## config.mk

```make
export PLATFORM = sky130hd
export DESIGN_NAME = param_sync_fifo
export DESIGN_NICKNAME = d
export VERILOG_FILES = /design/src/rtl/param_sync_fifo.sv
export SDC_FILE = /design/constraint.sdc
export NUM_CORES = 1
export LEC_CHECK = 0
export BUFFER_PORTS_ARGS = -buffer_cell sky130_fd_sc_hd__clkbuf_2
export CORE_MARGIN = 5
export CORE_UTILIZATION = 35
export CTS_CLUSTER_SIZE = 14
export DETAILED_ROUTE_END_ITERATION = 8
export PLACE_DENSITY = 0.53
export SYNTH_ARGS = -nofsm -noshare
export SYNTH_HDL_FRONTEND = slang
export SYNTH_SLANG_ARGS = --single-unit
```

## constraint.sdc

```tcl
create_clock -name clk -period 4.7 [get_ports clk]
set_input_delay 0 -clock clk [delete_from_list [all_inputs] [get_ports clk]]
set_output_delay 0 -clock clk [all_outputs]
set_load 0.005 [all_outputs]
```

## src/rtl/param_sync_fifo.sv

```systemverilog
// -----------------------------------------------------------------------------
// param_sync_fifo
//   Single-clock FIFO with occupancy count, registered status flags,
//   programmable almost-full / almost-empty thresholds and sticky
//   overflow / underflow error flags.
//
// Build option:
//   FIFO_FWFT_EN  defined   -> first-word fall-through: data_out shows the
//                              head word combinationally (undefined while empty)
//                 undefined -> data_out is registered and updates one cycle
//                              after an accepted read, holding otherwise
//
// Parameters:
//   DEPTH      entries (power of two, >= 2)
//   WIDTH      data word width
//   AF_THRESH  almost_full  when count >= AF_THRESH
//   AE_THRESH  almost_empty when count <= AE_THRESH
//
// Ports:
//   clk           clock, all state on rising edge
//   rst           synchronous active-high reset
//   w_en/data_in  write request and data
//   r_en/data_out read request and data
//   full, empty, almost_full, almost_empty, count   registered status
//   overflow      sticky: write attempted while full
//   underflow     sticky: read attempted while empty
// -----------------------------------------------------------------------------
module param_sync_fifo #(
   parameter int DEPTH     = 8,
   parameter int WIDTH     = 8,
   parameter int AF_THRESH = DEPTH - 1,
   parameter int AE_THRESH = 1
) (
   input  logic                       clk,
   input  logic                       rst,
   input  logic                       w_en,
   input  logic [WIDTH-1:0]           data_in,
   input  logic                       r_en,
   output logic [WIDTH-1:0]           data_out,
   output logic                       full,
   output logic                       empty,
   output logic                       almost_full,
   output logic                       almost_empty,
   output logic [$clog2(DEPTH):0]     count,
   output logic                       overflow,
   output logic                       underflow
);

   localparam int AW = $clog2(DEPTH);
   localparam int CW = AW + 1;

   logic [WIDTH-1:0] mem [DEPTH];
   logic [AW-1:0]    wr_ptr;
   logic [AW-1:0]    rd_ptr;
   logic [CW-1:0]    count_nxt;
   logic             wr_acc;
   logic             rd_acc;

   // Acceptance is judged against the registered flags, so a full FIFO
   // refuses a write even when a read frees a slot on the same edge
   // (and symmetrically for empty).
   assign wr_acc = w_en && !full;
   assign rd_acc = r_en && !empty;

   // Occupancy after this edge; acceptance gating keeps it in 0..DEPTH.
   always_comb begin
      count_nxt = count;
      if (wr_acc && !rd_acc)
         count_nxt = count + CW'(1);
      else if (rd_acc && !wr_acc)
         count_nxt = count - CW'(1);
   end

   // Storage carries no reset: stale words are unreachable once the
   // pointers are cleared.
   always_ff @(posedge clk) begin
      if (!rst && wr_acc)
         mem[wr_ptr] <= data_in;
   end

   // Pointers, count and flags. DEPTH is a power of two, so the pointer
   // increment wraps modulo DEPTH on its own.
   always_ff @(posedge clk) begin
      if (rst) begin
         wr_ptr       <= '0;
         rd_ptr       <= '0;
         count        <= '0;
         full         <= 1'b0;
         empty        <= 1'b1;
         almost_full  <= 1'b0;
         almost_empty <= 1'b1;
         overflow     <= 1'b0;
         underflow    <= 1'b0;
      end else begin
         if (wr_acc)
            wr_ptr <= wr_ptr + AW'(1);
         if (rd_acc)
            rd_ptr <= rd_ptr + AW'(1);
         count        <= count_nxt;
         full         <= (count_nxt == CW'(DEPTH));
         empty        <= (count_nxt == '0);
         almost_full  <= (count_nxt >= CW'(AF_THRESH));
         almost_empty <= (count_nxt <= CW'(AE_THRESH));
         if (w_en && full)
            overflow <= 1'b1;
         if (r_en && empty)
            underflow <= 1'b1;
      end
   end

`ifdef FIFO_FWFT_EN
   // Head word shown directly; a read just advances rd_ptr.
   assign data_out = mem[rd_ptr];
`else
   logic [WIDTH-1:0] dout_q;

   always_ff @(posedge clk) begin
      if (rst)
         dout_q <= '0;
      else if (rd_acc)
         dout_q <= mem[rd_ptr];
   end

   assign data_out = dout_q;
`endif

endmodule

```

* Word-level counts from Yosys, hierarchy flattened *
Memory sizes are Yosys's and may differ from the RTL's. A register that Yosys moved wholly into a read port is not among the register bits.
Index checks and enable logic that the tools add are counted.

cells by class
  $add $sub $neg = 4
  eq/ne operators = 1
  mux-type cells = 4
  reductions and logical operators = 13
  order comparisons = 2

operators by type and width
  operator                                                         number
  2-to-1 mux 4 bit                                                 2
  logical AND 1 bit                                                7
  adder 3 x 1 -> 3 bit (second input constant)                     2
  logical NOT 1 bit                                                5
  adder 4 x 1 -> 4 bit (second input constant)                     1
  equality test 4 bit (second input constant)                      1
  >= comparator 4 x 3 -> 1 bit (second input constant)             1
  less-or-equal comparator 4 x 1 -> 1 bit (second input constant)  1
  logical NOT 4 bit                                                1
  subtractor 4 x 1 -> 4 bit (second input constant)                1
  2-to-1 mux 1 bit                                                 2

word-level totals
  memory bits (writable) = 64
  logic and storage cells = 34
  output and inout port bits = 18
  bits of input ports = 12
  memories = 1
  flip-flop bits (word level) = 16

memories
  memory  depth  bits a word  rd ports  clocked after Yosys merged registers in  wr ports  RTL line  source
  mem     8      8            1         1                                        1         52        logic [WIDTH-1:0] mem [DEPTH];

* Longest topological paths before layout *
  depth in word-level cells = 7
  depth in mapped cells = 7
  mapped depth without buffers = 6

* Worst setup path before layout *
No wires, ideal clock.

  path type = flip-flop to flip-flop
  from = register full
  to = memory mem[4][0] (enable)
  data required time = 4.305 ns
  period minus slack after synthesis = 1.938 ns
  setup time = 0.395 ns
  arrival time = 1.543 ns
  path buffers = 1
  setup slack = 2.762 ns
  stages on the path, launching flop included = 5
  path through = dfxtp_1 > nor2b_4 > buf_12 > nand2_1 > nor4_1

on the way
  longest elaborated chain between the ends = 5

ends and longest elaborated chain
  element                                 RTL line  source
  start, declared                         40        output logic full,
  start signal, assigned                  100       full <= (count_nxt == CW'(DEPTH));
  logical NOT 1 bit                       62        assign wr_acc = w_en && !full;
  logical AND 1 bit                       62
  logical AND 1 bit                       77        if (!rst && wr_acc)
  2-to-1 mux 1 bit                        77
  2-to-1 mux 1 bit (implied by the code)  78        mem[wr_ptr] <= data_in;
  end, declared                           52

Every way passes these cells.

==> results by group <==
Run status
  • Status: finished clean

Synthesis
  • Cell accounting for the most synthesized area: edfxtp_1
  • Post-synthesis cell area: 3530 sq um
  • Synth Warn #: 0
  • Count leader, synth: edfxtp_1
  • Synthesized Nets: 228
  • Synth unique cells: 44
  • Ys async rst share: 0
  • Avg Inst Size Synth: 16.6 sq um
  • Sequential area share after synthesis: 0.681
  • Post-synth top flop: edfxtp_1
  • #FFs+latches synth: 88
  • Post-synth EDFFs: 64
  • Synth top cells by count: 64 x edfxtp_1, 24 x dfxtp_1, 22 x nor2_1
  • Post-synthesis cell count: 212
  • Top post-synthesis cells by area: edfxtp_1 55%, dfxtp_1 14%, mux4_2 10%, nor2_1 2.3%, mux2i_1 2.3%
  • Share of the synthesized area in the top cell type: 0.545

Power
  • Pleak: between 1 and 1.5 nW
  • Pwr dens: 464 nW/um^2
  • Peak VDD IR: 0.197 mV

Final layout
  • Ant. Diodes: 0
  • Area delta synth->final: 16.9%
  • Nets: 270
  • Layout cells sized above 1: 0.309
  • Non-filler cells, final: approximately 400

Hold path
  • Class of the worst hold path: in2reg

Clock network
  • CTS Sinks: 88
  • Post-CTS setup buffers: 0
  • Clk slew on worst S/H paths: ~90 ps
  • CTS buffer count: 9
  • Clock root buffer master: clkbuf_8
  • Clk Latency, worst-skew pair: 360 ps
  • Clock Tree Buf Depth: 2
  • CTS tree: built
  • CTS H-tree lvls: 3

Global routing
  • Initial antenna violation count: 0
  • First-pass GRT wire length: 10400 um
  • Vias in the first global route: 1807
  • Largest net degree at the start of global routing: 28
  • Grt ovf: 0
  • Total GRT Usage: 0.120

STA
  • Fin crit share: 0.429
  • Worst-Margin Slew: 996 ps
  • Clk_skew: 9.57 ps
  • Final Max Tran Viols: 0
  • Final Hold Fails: 0
  • Final setup vio count: 0
  • Period minus WS final: 2010 ps
  • Setup repair after global routing missed its margin: no
  • FMAX: around 0.5 GHz
  • Worst Slack Setup Final: between 2000 and 3000 ps
  • Total negative setup slack: 0 ps
  • Slew HR: 0.333

Placement
  • Cells after DPL: 366
  • Final HPWL DP: 4190 um
  • Setup Slack @ Placement: 2600 ps
  • Routability cong.: 0.713
  • Port bufs: 29

Critical path
  • Crit Path Class: reg2reg
  • Setup crit start kind: flip-flop
  • Nature of the critical path endpoint: flip-flop
  • CP Cell Sequence: buf_4 > mux4_2 > mux2i_1 > a211oi_1
  • CP max stage delay: 640 ps
  • CP max-delay cell: dfxtp_1
  • R2R setup slack: 2690 ps
  • Worst Path Max Fanout: 11
  • Req. time, crit path: around 4900 ps
  • Arr. time, crit path: 2220 ps

Routing
  • Drt drc: 0
  • Final ANT Viol Nets: 0
  • Detailed Route Iter0 Violations: 90
  • TritonRoute pass-1 iters: 4
  • Vias/cell: between 4 and 5
  • Total Wirelength: 6570 um
  • Per-cell routed wire length: 16.8 um
  • Via count: 1868

Die
  • Core area: around 10000 sq um
  • IO Count: 30
  • Die ar.: 12200 sq um
  • Initial Utilization: 0.359
  • Site row count: 36
  • DIE WIDTH: 110 um
  • Die Y: 110 um

Run
  • Max Cap Violations: 0
## flip-flops by register name (all words and copies together), names as in the netlist
register      cells
empty             1
underflow         1
overflow          1
wr_ptr            3
mem              64
data_out          8
count             4
almost_empty      1
rd_ptr            3
full              1
almost_full       1
## worst max-delay path, delay by kind of cell (launching register included)
| kind | cells | cell delay, ps |
|---|---|---|
| flip-flops | 1 | 640 |
| buffers and inverters | 1 | 350 |
| AO/OA/AOI/OAI | 1 | 100 |
| multiplexers | 2 | 750 |
## through the flow
step	utilization	power, mW	hold slack [ps]	cell area [sq um]
2_1_floorplan	-	1.27	98.9	3530
3_3_place_gp	0.388	1.38	274	3810
3_5_place_dp	0.388	1.38	276	3810
4_1_cts	0.420	1.94	177	4120
5_1_grt	0.420	2.03	214	4120
6_report	0.420	1.91	174	4120
## routing by layer
metal	share of wire	vias to the layer above	GRT usage
met1	0.46	931	0.156
met4	0.011	0	0.0317
met5	0	-	0
met2	0.48	35	0.193
li1	-	895	-
met3	0.045	7	0.0414
## what timing repair did
item                      CTS  global route
hold endpoints to repair   66             0
resized for setup           0             0
hold buffers               10             0
## report_power, final
group	internal, mW	switching [mW]
clock	0.257	0.291
sequential	0.894	0.0674
combinational	0.207	0.195
## worst paths after layout
path / endpoint / cells after the start / from
setup / recovery: data_out[4]$_SDFFE_PP0P_ / 4 / rd_ptr[0]$_SDFFE_PP0P_
hold / removal: overflow$_SDFFE_PP0P_ / 2 / rst
setup reg to reg: data_out[4]$_SDFFE_PP0P_ / 4 / rd_ptr[0]$_SDFFE_PP0P_
hold reg to reg: overflow$_SDFFE_PP0P_ / 2 / overflow$_SDFFE_PP0P_
## placed cells by master (no fill, tap or decap), types with 2 or more instances in the layout
cell / count
nand3_1: 2
a211oi_1: 9
nor3_2: 3
mux2i_1: 8
nor2_1: 22
buf_4: 3
xnor2_1: 3
clkbuf_2: 29
edfxtp_1: 64
a21oi_1: 4
clkbuf_8: 9
inv_6: 4
and3_1: 2
dfxtp_1: 24
mux4_2: 16
nand2_1: 9
ha_1: 4
inv_1: 4
dlygate4sd3_1: 10
xor2_1: 2
## area by class of cell
type	count	area, sq um
fillers	936	5700
flip-flops and latches	88	2400
multi-input cells	108	1060
repair buffers	42	268
well taps	133	166
clock buffers	9	124
clock inverters	7	83.8
inverters	5	18.8
## cell families after synthesis
family,share of synthesized area
DFF,0.681
and+or+nand+nor,0.0756
muxes,0.131
AOI/OAI and AO/OA,0.0493
buffers and inverters,0.0266
xor gates and xnor gates,0.0217
adders and majority gates,0.0142
No activity file was read; power rests on OpenSTA's default activity.
